**src/rtl/axi_csr_pkg.sv**
```systemverilog
`default_nettype none
// ============================================================================
//  Module      : axi_csr_pkg
//  Description : Shared types and constants for the AXI4-Lite to CSR bridge.
//                Provides AXI response codes, the bridge FSM state encoding
//                and the read/write grant encoding used by the arbiter.
//  Ports       : none (package)
//  Revision    : 1.0  initial release
// ============================================================================
package axi_csr_pkg;

  localparam logic [1:0] RESP_OKAY   = 2'b00;
  localparam logic [1:0] RESP_SLVERR = 2'b10;

  typedef enum logic [1:0] {
    IDLE  = 2'd0,
    BRESP = 2'd1,
    RRESP = 2'd2
  } bridge_state_e;

  typedef enum logic {
    GRANT_READ  = 1'b0,
    GRANT_WRITE = 1'b1
  } grant_e;

endpackage
`default_nettype wire

```
**src/rtl/axi_lite_csr_bridge.sv**
```systemverilog
`default_nettype none
// ============================================================================
//  Module      : axi_lite_csr_bridge
//  Description : AXI4-Lite slave terminating the host control port and
//                driving a single-cycle CSR bus. AW, W and AR each have a
//                one-entry hold register; an IDLE/BRESP/RRESP FSM serialises
//                accesses with round-robin arbitration between a complete
//                write (AW+W held) and a held read. Misaligned addresses and
//                partial write strobes are answered with SLVERR and never
//                reach the CSR bus. err_count counts SLVERRs, saturating.
//  Ports       : clk, rst_n (sync, active-low)
//                s_axi_aw*/w*/b*  AXI4-Lite write channels
//                s_axi_ar*/r*     AXI4-Lite read channels
//                csr_wen/csr_ren  one-cycle CSR strobes
//                csr_addr/csr_wdata/csr_rdata  CSR address and data
//                err_count        saturating SLVERR counter
//  Revision    : 1.0  initial release
// ============================================================================
module axi_lite_csr_bridge
  import axi_csr_pkg::*;
#(
  parameter int AXI_ADDR_W = 32,
  parameter int CSR_ADDR_W = 8
) (
  input  logic                  clk,
  input  logic                  rst_n,
  input  logic [AXI_ADDR_W-1:0] s_axi_awaddr,
  input  logic                  s_axi_awvalid,
  output logic                  s_axi_awready,
  input  logic [31:0]           s_axi_wdata,
  input  logic [3:0]            s_axi_wstrb,
  input  logic                  s_axi_wvalid,
  output logic                  s_axi_wready,
  output logic [1:0]            s_axi_bresp,
  output logic                  s_axi_bvalid,
  input  logic                  s_axi_bready,
  input  logic [AXI_ADDR_W-1:0] s_axi_araddr,
  input  logic                  s_axi_arvalid,
  output logic                  s_axi_arready,
  output logic [31:0]           s_axi_rdata,
  output logic [1:0]            s_axi_rresp,
  output logic                  s_axi_rvalid,
  input  logic                  s_axi_rready,
  output logic                  csr_wen,
  output logic                  csr_ren,
  output logic [CSR_ADDR_W-1:0] csr_addr,
  output logic [31:0]           csr_wdata,
  input  logic [31:0]           csr_rdata,
  output logic [15:0]           err_count
);

  localparam logic [15:0] C_ERR_MAX = 16'hFFFF;

  bridge_state_e         r_state;
  bridge_state_e         w_next_state;
  grant_e                r_last_grant;

  logic                  r_aw_held;
  logic [CSR_ADDR_W-1:0] r_aw_addr;
  logic                  r_w_held;
  logic [31:0]           r_w_data;
  logic [3:0]            r_w_strb;
  logic                  r_ar_held;
  logic [CSR_ADDR_W-1:0] r_ar_addr;

  logic                  r_awready;
  logic                  r_wready;
  logic                  r_arready;
  logic [1:0]            r_bresp;
  logic [1:0]            r_rresp;
  logic [31:0]           r_rdata;
  logic [15:0]           r_err_count;

  logic                  w_aw_fire;
  logic                  w_w_fire;
  logic                  w_ar_fire;
  logic                  w_b_done;
  logic                  w_r_done;
  logic                  w_wr_legal;
  logic                  w_rd_legal;
  logic                  w_grant_wr;
  logic                  w_grant_rd;
  logic                  w_slverr;
  logic [CSR_ADDR_W-1:0] w_csr_addr;
  logic [31:0]           w_csr_wdata;

  // Upper address bits are decoded by the interconnect and deliberately dropped.
  logic unused_addr_bits;
  assign unused_addr_bits = ^{s_axi_awaddr[AXI_ADDR_W-1:CSR_ADDR_W],
                              s_axi_araddr[AXI_ADDR_W-1:CSR_ADDR_W]};

  assign w_aw_fire  = s_axi_awvalid && r_awready;
  assign w_w_fire   = s_axi_wvalid  && r_wready;
  assign w_ar_fire  = s_axi_arvalid && r_arready;
  assign w_b_done   = (r_state == BRESP) && s_axi_bready;
  assign w_r_done   = (r_state == RRESP) && s_axi_rready;

  assign w_wr_legal = (r_aw_addr[1:0] == 2'b00) && (r_w_strb == 4'hF);
  assign w_rd_legal = (r_ar_addr[1:0] == 2'b00);
  assign w_slverr   = (w_grant_wr && !w_wr_legal) || (w_grant_rd && !w_rd_legal);

  // --------------------------------------------------------------------------
  // FSM state register
  // --------------------------------------------------------------------------
  always_ff @(posedge clk) begin
    if (!rst_n) begin
      r_state <= IDLE;
    end else begin
      r_state <= w_next_state;
    end
  end

  // --------------------------------------------------------------------------
  // FSM next-state, arbitration and CSR bus drive
  // --------------------------------------------------------------------------
  always_comb begin
    w_next_state = r_state;
    w_grant_wr   = 1'b0;
    w_grant_rd   = 1'b0;
    w_csr_addr   = '0;
    w_csr_wdata  = '0;
    case (r_state)
      IDLE: begin
        // On contention the side that did not win last time goes first.
        if (r_aw_held && r_w_held && (!r_ar_held || r_last_grant == GRANT_READ)) begin
          w_grant_wr   = 1'b1;
          w_next_state = BRESP;
          w_csr_addr   = r_aw_addr;
          w_csr_wdata  = r_w_data;
        end else if (r_ar_held) begin
          w_grant_rd   = 1'b1;
          w_next_state = RRESP;
          w_csr_addr   = r_ar_addr;
        end
      end
      BRESP: begin
        if (s_axi_bready) begin
          w_next_state = IDLE;
        end
      end
      RRESP: begin
        if (s_axi_rready) begin
          w_next_state = IDLE;
        end
      end
      default: begin
        w_next_state = IDLE;
      end
    endcase
  end

  // --------------------------------------------------------------------------
  // Hold registers, registered readies, responses and error counter
  // --------------------------------------------------------------------------
  always_ff @(posedge clk) begin
    if (!rst_n) begin
      r_aw_held    <= 1'b0;
      r_aw_addr    <= '0;
      r_w_held     <= 1'b0;
      r_w_data     <= '0;
      r_w_strb     <= '0;
      r_ar_held    <= 1'b0;
      r_ar_addr    <= '0;
      r_awready    <= 1'b0;
      r_wready     <= 1'b0;
      r_arready    <= 1'b0;
      r_bresp      <= RESP_OKAY;
      r_rresp      <= RESP_OKAY;
      r_rdata      <= '0;
      r_err_count  <= '0;
      r_last_grant <= GRANT_READ;
    end else begin
      if (w_aw_fire) begin
        r_aw_held <= 1'b1;
        r_aw_addr <= s_axi_awaddr[CSR_ADDR_W-1:0];
      end else if (w_b_done) begin
        r_aw_held <= 1'b0;
      end

      if (w_w_fire) begin
        r_w_held <= 1'b1;
        r_w_data <= s_axi_wdata;
        r_w_strb <= s_axi_wstrb;
      end else if (w_b_done) begin
        r_w_held <= 1'b0;
      end

      if (w_ar_fire) begin
        r_ar_held <= 1'b1;
        r_ar_addr <= s_axi_araddr[CSR_ADDR_W-1:0];
      end else if (w_r_done) begin
        r_ar_held <= 1'b0;
      end

      // Each ready mirrors the next-cycle emptiness of its hold register.
      r_awready <= w_b_done || (!r_aw_held && !w_aw_fire);
      r_wready  <= w_b_done || (!r_w_held  && !w_w_fire);
      r_arready <= w_r_done || (!r_ar_held && !w_ar_fire);

      if (w_grant_wr) begin
        r_bresp      <= w_wr_legal ? RESP_OKAY : RESP_SLVERR;
        r_last_grant <= GRANT_WRITE;
      end

      if (w_grant_rd) begin
        r_rresp      <= w_rd_legal ? RESP_OKAY : RESP_SLVERR;
        r_rdata      <= w_rd_legal ? csr_rdata : 32'h0;
        r_last_grant <= GRANT_READ;
      end

      if (w_slverr && (r_err_count != C_ERR_MAX)) begin
        r_err_count <= r_err_count + 16'd1;
      end
    end
  end

  assign s_axi_awready = r_awready;
  assign s_axi_wready  = r_wready;
  assign s_axi_arready = r_arready;
  assign s_axi_bvalid  = (r_state == BRESP);
  assign s_axi_bresp   = r_bresp;
  assign s_axi_rvalid  = (r_state == RRESP);
  assign s_axi_rresp   = r_rresp;
  assign s_axi_rdata   = r_rdata;

  // Strobes are gated by rst_n so nothing reaches the CSR block during reset.
  assign csr_wen   = rst_n && w_grant_wr && w_wr_legal;
  assign csr_ren   = rst_n && w_grant_rd && w_rd_legal;
  assign csr_addr  = w_csr_addr;
  assign csr_wdata = w_csr_wdata;
  assign err_count = r_err_count;

endmodule
`default_nettype wire

```
**config.mk**
```make
export PLATFORM = sky130hd
export DESIGN_NAME = axi_lite_csr_bridge
export DESIGN_NICKNAME = d
export VERILOG_FILES = /design/src/rtl/axi_csr_pkg.sv /design/src/rtl/axi_lite_csr_bridge.sv
export SDC_FILE = /design/constraint.sdc
export NUM_CORES = 1
export LEC_CHECK = 0
export CAP_MARGIN = 0
export CORE_MARGIN = 2
export CORE_UTILIZATION = 43
export CTS_BUF_LIST = sky130_fd_sc_hd__clkbuf_4
export DETAILED_ROUTE_END_ITERATION = 16
export HOLD_SLACK_MARGIN = 0.12
export PLACE_DENSITY_LB_ADDON = 0.3
export SYNTH_ARGS = -nofsm -noshare
export SYNTH_HDL_FRONTEND = slang
export SYNTH_SLANG_ARGS = --single-unit
```
**constraint.sdc**
```tcl
create_clock -name clk -period 3.9 [get_ports clk]
set_input_delay 0.78 -clock clk [delete_from_list [all_inputs] [get_ports clk]]
set_output_delay 0.78 -clock clk [all_outputs]
set_load 0.05 [all_outputs]
```
==> qor.csv, run 1 <==
stage,metric,value,unit
yosys,sequential area share after synthesis,50.9,%
timing,Final Slew Violations,0,
floorplan,number of core rows,36,
layout,area growth from synthesis to final layout,47.3,%
floorplan,area of the die,11000,um2
status,status,finished clean,
clocking,post-cts resize count,0,
detailed_routing,DR iter-0 viols,150,
detailed_routing,vias per cell,5.13,
setup_path,"CP delay by family, top",buffers and inverters,
floorplan,Core ar.,9820,um2
grt,grt ovf,0,
setup_path,worst path cell trace,"nand2_1, and3b_1, buf_4, and2_1, clkdlybuf4s50_1",
job,number of max-cap violations,0,
placed_design,Placement Cell Area,6300,um2
detailed_routing,Pre-antenna DRT Iters,4,
yosys,Ys Warns,0,
yosys,fraction of registers with async set/reset,0,%
timing,Worst slew margin,20.0,%
yosys,Mapped Area,4370,um2
clocking,setup repair bufs after CTS,0,
clocking,H-tree levels,3,
timing,RSZ-0062 raised after global routing,false,
timing,f_max,0.297,GHz
grt,largest net degree at the start of global routing,56,
grt,total track usage,22.0,%
yosys,post-synthesis cell count,505,
setup_path,slowest cell on the critical path,clkdlybuf4s50_1,
clocking,CTS tree,built,
layout,antenna fix cells,0,
floorplan,Initial Util,44.5,%
grt,first-pass GRT wire length,19600,um
timing,skew final,0.0205,ns
power,power density cells,335,nW/um2
timing,Final Hold Violating Endpoints,0,
yosys,Synth cell types,43,
detailed_routing,Avg WL per Cell,14.8,um
power,VDD IR-drop max,247,uV
yosys,"EDFF count, synth",0,
timing,final setup vio count,0,
setup_path,critical path type,reg2out,
grt,initial antenna violation count,0,
detailed_routing,routed vias,4152,
timing,Final TNS setup,0,ns
setup_path,crit path DAT,2.58,ns
clocking,hold-fix buffer count after cts,0,
timing,"Min Clock Period, post-route",3.36,ns
floorplan,die width,105,um
setup_path,WP data required,3.12,ns
grt,vias in the first global route,4031,
clocking,number of CTS-inserted buffers,9,
yosys,Seq cells post-synth,111,
clocking,CTS sink count,111,
power,Static Leak,2.29,nW
placed_design,IO Port Bufs,187,
detailed_routing,DRC violations left,0,
setup_path,"Max FO, Critical Path",43,
setup_path,kind of end point of the critical path,output pin,
clocking,root buf cell,clkbuf_4,
clocking,"CTS clk-pin slew, worst paths",0.16,ns
floorplan,# IOs,238,
placed_design,DP HPWL,8570,um
timing,slew at the pin closest to its max-slew limit,1.20,ns
layout,nets@finish,813,
floorplan,die height,105,um
setup_path,Buf/Inv on CP,2,
detailed_routing,final wirelength,12000,um
detailed_routing,Final ANT Viol Nets,0,
timing,Tcrit/Tclk final,86.3,%
clocking,Max Buffers Root-to-Sink,2,
clocking,later-pin clock latency in the skew report,0.46,ns
worst_hold_path,Hold Path Class,reg2reg,
yosys,Synth Flop Type,dfxtp_1,
layout,post-route cell area,6430,um2
yosys,Avg Inst Size Synth,8.65,um2
setup_path,delay of the slowest cell on the worst path,0.82,ns
setup_path,Startpoint Class,flip-flop,
placed_design,GPL Wtd Cong,0.824,
layout,layout cell share with drive strength beyond 1,4.58,%
cells in the mapped netlist (2+ instances only):
| library cell | count | area share [%] |
|---|---|---|
| nand2_1 | 120 | 10 |
| or4_1 | 9 | 1.5 |
| o21ai_0 | 4 | 0.46 |
| nand4_1 | 5 | 0.72 |
| inv_1 | 4 | 0.34 |
| nor3_1 | 4 | 0.46 |
| o31ai_1 | 8 | 1.4 |
| or3_1 | 3 | 0.43 |
| a22o_1 | 40 | 8.0 |
| nor2_1 | 11 | 0.95 |
| buf_2 | 3 | 0.34 |
| nor2b_1 | 2 | 0.29 |
| nand2b_1 | 6 | 0.86 |
| nor4_1 | 2 | 0.29 |
| buf_4 | 4 | 0.69 |
| mux2i_1 | 4 | 0.92 |
| buf_1 | 7 | 0.60 |
| clkbuf_1 | 21 | 1.8 |
| dfxtp_1 | 111 | 51 |
| nand3_1 | 9 | 1.0 |
| a21oi_1 | 72 | 8.2 |
| and2_1 | 35 | 5.0 |
worst reg2reg max path, stage by stage (launching register included):
cell	delay, ns
dfxtp_1	0.44
nand2_1	0.09
o211a_1	0.40
a2bb2oi_2	0.90
nor4_1	0.21
mux2i_1	0.17
report_power, final:
group / internal [W] / switching (W) / leakage (nW)
Sequential: 0.00119 / 0.0000302 / 0.903
Combinational: 0.000167 / 0.000206 / 1.31
Clock: 0.000215 / 0.000352 / 0.0754
Total: 0.00157 / 0.000588 / 2.29
cells in the final DEF (no fill, tap or decap), types with 4 or more instances in the layout:
master,count
nor3_1,4
or4_1,9
o31ai_1,8
nor2_1,10
clkbuf_4,12
mux2i_1,4
nand4_1,5
nand2b_1,6
dfxtp_1,111
clkdlybuf4s50_1,185
and2_1,35
o21ai_0,4
nand3_1,9
nand2_1,120
buf_4,6
a21oi_1,72
a22o_1,40
cell families after synthesis:
| kind of cell | share of synthesized area [%] |
|---|---|
| mux | 1.17 |
| flops | 50.9 |
| buf+inv | 4.04 |
| other cells | 0.0859 |
| simple gates | 23.9 |
| compound gates | 19.7 |
| fa+ha+maj | 0.286 |
registers in the layout, summed over array words and instances, names as in the netlist, 2 cells and up:
signal	flops
r_aw_addr	8
r_w_strb	4
s_axi_rdata	32
r_state	2
r_ar_addr	8
err_count	16
r_w_data	32
stage by stage:
stage               total power (W)  std cells  worst slack, ns  hold slack (ns)  util, %
finish                      0.00216        810            0.536            0.460     65.5
global route                0.00226        810            0.374            0.486     65.5
CTS                         0.00218        810            0.493            0.462     65.5
detailed placement          0.00162        795             1.04            0.444     64.2
global placement            0.00161        795             1.04            0.437     64.2
floorplan                   0.00144        506             1.43            0.432        -
worst paths after layout:
path | startpoint | end | slack [ns] | depth (start not counted)
max | r_aw_held | csr_wdata[10] | 0.54 | 5
min | r_w_data[26] | r_w_data[26] | 0.46 | 2
max reg2reg | r_aw_held | err_count[8] | 1.58 | 5
min reg2reg | r_w_data[26] | r_w_data[26] | 0.46 | 2
routing by layer:
| layer | share of wire, % | wire [um] | track usage (%) |
|---|---|---|---|
| met5 | 0 | 0 | 0 |
| met4 | 1.6 | 196 | 6.38 |
| met3 | 9.3 | 1120 | 9.36 |
| met2 | 49 | 5850 | 36.2 |
| met1 | 40 | 4830 | 26.1 |
area by class of cell:
| class | instances | area, um2 |
|---|---|---|
| flip-flops and latches | 111 | 2220 |
| fillers | 865 | 3380 |
| inverters | 4 | 15.0 |
| clock inverters | 3 | 42.5 |
| well taps | 133 | 166 |
| repair buffers | 192 | 1920 |
| multi-input cells | 355 | 1980 |
| clock buffers | 12 | 90.1 |
(Power assumes the default switching activity.)
==> run 2: changes to the inputs <==
--- a/config.mk
+++ b/config.mk
@@ -5,6 +5,7 @@
 export SDC_FILE = /design/constraint.sdc
 export NUM_CORES = 1
 export LEC_CHECK = 0
+export ABC_CLOCK_PERIOD_IN_PS = 3900
 export CAP_MARGIN = 0
 export CORE_MARGIN = 2
 export CORE_UTILIZATION = 43
==> results of run 2 <==
No change in the layout: final DEF, timing and power equal those of run 1.
==> variant 1 (settings of run 1) <==
Change the parameter `CSR_ADDR_W` from 8 to 7.
--- a/src/rtl/axi_lite_csr_bridge.sv
+++ b/src/rtl/axi_lite_csr_bridge.sv
@@ -22,3 +22,3 @@
   parameter int AXI_ADDR_W = 32,
-  parameter int CSR_ADDR_W = 8
+  parameter int CSR_ADDR_W = 7
 ) (
Interface: changed (resized csr_addr); port bits go from 238 to 237. No check against the original RTL was run, so the function may have changed too.
==> variant 1 against run 1 <==
- power is 0.23% higher
- largest cell class unchanged
- sequential cell count down 2
- cell area fell by 1.5%
- critical endpoint is now csr_wdata[15]
- routed wire length is 0.31% lower
- clock skew increased by 0.81 ps
- utilization fell by 0.40 points
- die area decreased by 1.7%
- area after synthesis is 1.8% lower
- setup slack gained 73 ps
==> variant 1: results <==
{
  "synthTopCellsByArea": "dfxtp_1 51%, nand2_1 9.1%, a21oi_1 8.2%",
  "rr_worst_depth": 6,
  "drive_above_1_share_pct": 5.26,
  "drt-total-wl_um": 12000,
  "clock_skew_ps": 21.3,
  "yosys-top-cells-count": "109 x dfxtp_1, 104 x nand2_1, 70 x a21oi_1",
  "postSynth.asyncResetShare_pct": 0,
  "pre_cts_ws_ps": 925,
  "hold-path-endpoint": "r_w_data[28]$_SDFFE_PN0P_",
  "synth_warnings": 0,
  "finalNetCount": 800,
  "detailed_place_hpwl_um": 8570,
  "grt_max_degree": 44,
  "ff2ff_setup_slack_ps": 1530,
  "num_antenna_cells": 0,
  "worstSkewPairLatency_ps": 440,
  "grt_pass1_vias": 3993,
  "postCtsSetupBuffers": 0,
  "yosysSeqAreaShare_pct": 50.9,
  "numCtsBuffers": 9,
  "clkTransAtPathRegs_ps": 170,
  "antenna_found_initial": 0,
  "relSlewSlack_pct": 10.1,
  "io_buffers": 184,
  "root_buffer": "clkbuf_4",
  "routed_via_density": 5.20,
  "gp_congestion": 0.834,
  "grt_usage_pct": 21.4,
  "cts_max_level": 3,
  "hold_depth": 2,
  "synthDistinctLibCells": 41,
  "reg2reg_from": "err_count[0]$_SDFFE_PN0P_",
  "rr_endpoint": "err_count[10]$_SDFFE_PN0P_",
  "grt_pass1_wl_um": 19300,
  "crit_arrival_ps": 2510,
  "outcome": "finished, final reports clean",
  "crit_path_max_fanout": 32,
  "leakagePower_nw": 2.24,
  "hold_start": "r_w_data[28]$_SDFFE_PN0P_",
  "ir_drop_v": 0.000242,
  "drt-initial-drc-count": 184
}
[variant 1: changes by cell type after synthesis, sizes merged, moves of 2 or more]
cell,run 1,this run
clkbuf,21,29
nor2,12,9
nand2,120,104
buf,15,10
a21oi,72,70
nand3,9,22
and2,35,33
dfxtp,111,109
[variant 1: final cells by class]
type	instances	area (um2)
clock buffers	9	67.6
clock inverters	7	80.1
fillers	880	3390
inverters	4	15.0
multi-input cells	345	1920
flip-flops and latches	109	2180
well taps	133	166
repair buffers	191	1900
[variant 1: metrics by stage]
step                      hold WS (ps)  power [mW]  cells  util (%)  area (um2)
after floorplan                    429        1.42    497         -        4290
after global placement             439        1.58    782      63.6        6190
after detailed placement           444        1.59    782      63.6        6190
after CTS                          464        2.18    798      65.1        6340
after global routing               483        2.25    798      65.1        6340
final                              462        2.16    798      65.1        6340
[variant 1: worst max path at each step]
stage	from	end	slack [ps]	cells after the start
2_1_floorplan	rst_n	csr_wen	1290	4
3_3_place_gp	rst_n	s_axi_rdata[0]$_SDFFE_PN0N_	1020	4
3_5_place_dp	rst_n	s_axi_rdata[2]$_SDFFE_PN0N_	920	4
4_1_cts	r_aw_held$_SDFFE_PN0P_	csr_wdata[15]	550	5
5_1_grt	r_state[0]$_SDFFE_PN0P_	csr_wdata[15]	420	5
6_report	r_aw_held$_SDFFE_PN0P_	csr_wdata[15]	610	5
[variant 1: worst max-delay path, cell delays in order, from the launching register on]
cell and delay [ps]:
dfxtp_1 460, nand2_1 100, and3b_1 250, buf_4 280, and2_1 180, clkdlybuf4s50_1 820
[variant 1: power breakdown]
part,internal (mW),switching [mW]
clock,0.207,0.389
sequential,1.17,0.0340
combinational,0.164,0.203
total,1.54,0.626
[variant 1: per-layer routing]
| metal | up-vias | routed length, um | global-route usage [%] |
|---|---|---|---|
| met5 | - | 0 | 0 |
| met1 | 1945 | 4990 | 25.7 |
| li1 | 2053 | - | - |
| met2 | 135 | 5890 | 36.7 |
| met3 | 20 | 799 | 5.76 |
| met4 | 0 | 267 | 8.20 |
[variant 1: cells by family (layout without fill, tap and decap cells)]
logic type,after synthesis,in the layout,share of synthesized area [%]
simple gates,209,209,23.8
compound gates,128,128,19.3
flops,109,109,50.9
buf+inv,43,211,4.43
mux,5,5,1.20
fa+ha+maj,1,1,0.292
other cells,1,2,0.0874
==> variant 2 (flow settings as in run 1) <==
Without the edit above. The 3 states of `bridge_state_e` get a one-hot encoding in 3 bits.
--- a/src/rtl/axi_csr_pkg.sv
+++ b/src/rtl/axi_csr_pkg.sv
@@ -14,6 +14,6 @@
 
-  typedef enum logic [1:0] {
-    IDLE  = 2'd0,
-    BRESP = 2'd1,
-    RRESP = 2'd2
+  typedef enum logic [2:0] {
+    IDLE  = 3'b001,
+    BRESP = 3'b010,
+    RRESP = 3'b100
   } bridge_state_e;
Check against the original RTL: same outputs for any inputs over 4 cycles, from zero or initial values and one cycle with rst_n low; so few cycles prove little.
==> variant 2 against run 1 <==
- setup slack worse by 44 ps
- cell area is 0.60% higher
- utilization increased by 0.40 points
- largest power group unchanged
- sequential cell count up 1
- area after synthesis increased by 0.43%
- highest routed layer unchanged
- power down 1.9%
- routed wire length is 0.45% higher
- clock power shrank 7.6%
==> variant 2: results <==
{
  "drt-initial-drc-count": 148,
  "crit_arrival_ps": 2630,
  "critPathSlowestCell": "clkdlybuf4s50_1",
  "synth-main-ff-cell": "dfxtp_1",
  "ir_drop_v": 0.000260,
  "leakagePower_nw": 2.29,
  "cts_resized": 0,
  "crit_family": "buffers and inverters",
  "root_buffer": "clkbuf_4",
  "gp_congestion": 0.745,
  "finalNetCount": 818,
  "routed_via_density": 5.17,
  "grt_usage_pct": 21.9,
  "ctsLongestPathBuffers": 2,
  "numCtsBuffers": 9,
  "drive_above_1_share_pct": 5.27,
  "routedWlPerCell_um": 14.8,
  "fillCellCount": 841,
  "worst_pin_slew_ps": 1240,
  "min_path_type": "register to register",
  "firstDrtPassIters": 6,
  "outcome": "finished, final reports clean",
  "num_vias": 4219,
  "synth_warnings": 0,
  "postCtsSetupBuffers": 0,
  "synth_cells": 509,
  "pre_cts_ws_ps": 889,
  "grt_pass1_wl_um": 19500,
  "antenna_found_initial": 0,
  "clock_skew_ps": 17.4,
  "io_buffers": 187,
  "synthDistinctLibCells": 40,
  "detailed_place_hpwl_um": 8700,
  "yosysSeqAreaShare_pct": 51.1,
  "cts_max_level": 3,
  "post-place-cells": 800,
  "syn2layout_area_growth_pct": 47.6,
  "clkTransAtPathRegs_ps": 170,
  "yosys-top-cells-count": "118 x nand2_1, 112 x dfxtp_1, 73 x a21oi_1",
  "grt_pass1_vias": 4005,
  "crit_path_max_fanout": 31,
  "max_stage_delay_ps": 810,
  "num_antenna_cells": 0,
  "worstSkewPairLatency_ps": 490,
  "postSynth.asyncResetShare_pct": 0,
  "dpl_cell_area_um2": 6350,
  "grt_max_degree": 40,
  "synthTopCellsByArea": "dfxtp_1 51%, nand2_1 10%, a21oi_1 8.3%"
}
[variant 2: final timing paths]
check	cells past startpoint	start	slack [ps]	end
hold reg to reg	2	r_w_data[28]$_SDFFE_PN0P_	460	r_w_data[28]$_SDFFE_PN0P_
setup reg to reg	6	err_count[0]$_SDFFE_PN0P_	1620	err_count[1]$_SDFFE_PN0P_
hold / removal	2	r_w_data[28]$_SDFFE_PN0P_	460	r_w_data[28]$_SDFFE_PN0P_
setup / recovery	5	r_w_held$_SDFFE_PN0P_	490	csr_wdata[18]
[variant 2: final cells by class]
type                            instances  area share [%]
Inverter                                4           0.232
Multi-Input combinational cell        357            30.7
Timing Repair Buffer                  194            30.0
Clock buffer                           10            1.16
Tap cell                              133            2.57
Sequential cell                       112            34.6
Clock inverter                          6           0.715
[variant 2: layer usage]
| metal | up-vias | track usage (%) | wire length (um) |
|---|---|---|---|
| met5 | - | 0 | 0 |
| met3 | 17 | 9.42 | 995 |
| met4 | 0 | 6.48 | 178 |
| li1 | 2098 | - | - |
| met2 | 128 | 35.7 | 5770 |
| met1 | 1976 | 26.3 | 5100 |
[variant 2: cells by family (layout without fill, tap and decap cells)]
family,Yosys count,count (layout),share of synthesized area [%]
compound gates,136,136,20.4
buf+inv,41,214,4.19
mux,1,1,0.228
flops,112,112,51.1
fa+ha+maj,1,1,0.285
simple gates,217,217,23.7
other cells,1,2,0.0855
[variant 2: power by group]
group / leakage, nW / internal (mW) / switching, mW
Sequential: 0.911 / 1.20 / 0.0288
Combinational: 1.32 / 0.166 / 0.201
Clock: 0.0626 / 0.141 / 0.384
Total: 2.29 / 1.50 / 0.614
[variant 2: worst min-delay path: stages, from the launching register on]
cell and delay [ps]:
dfxtp_1 340, nand2_1 50, a21oi_1 50
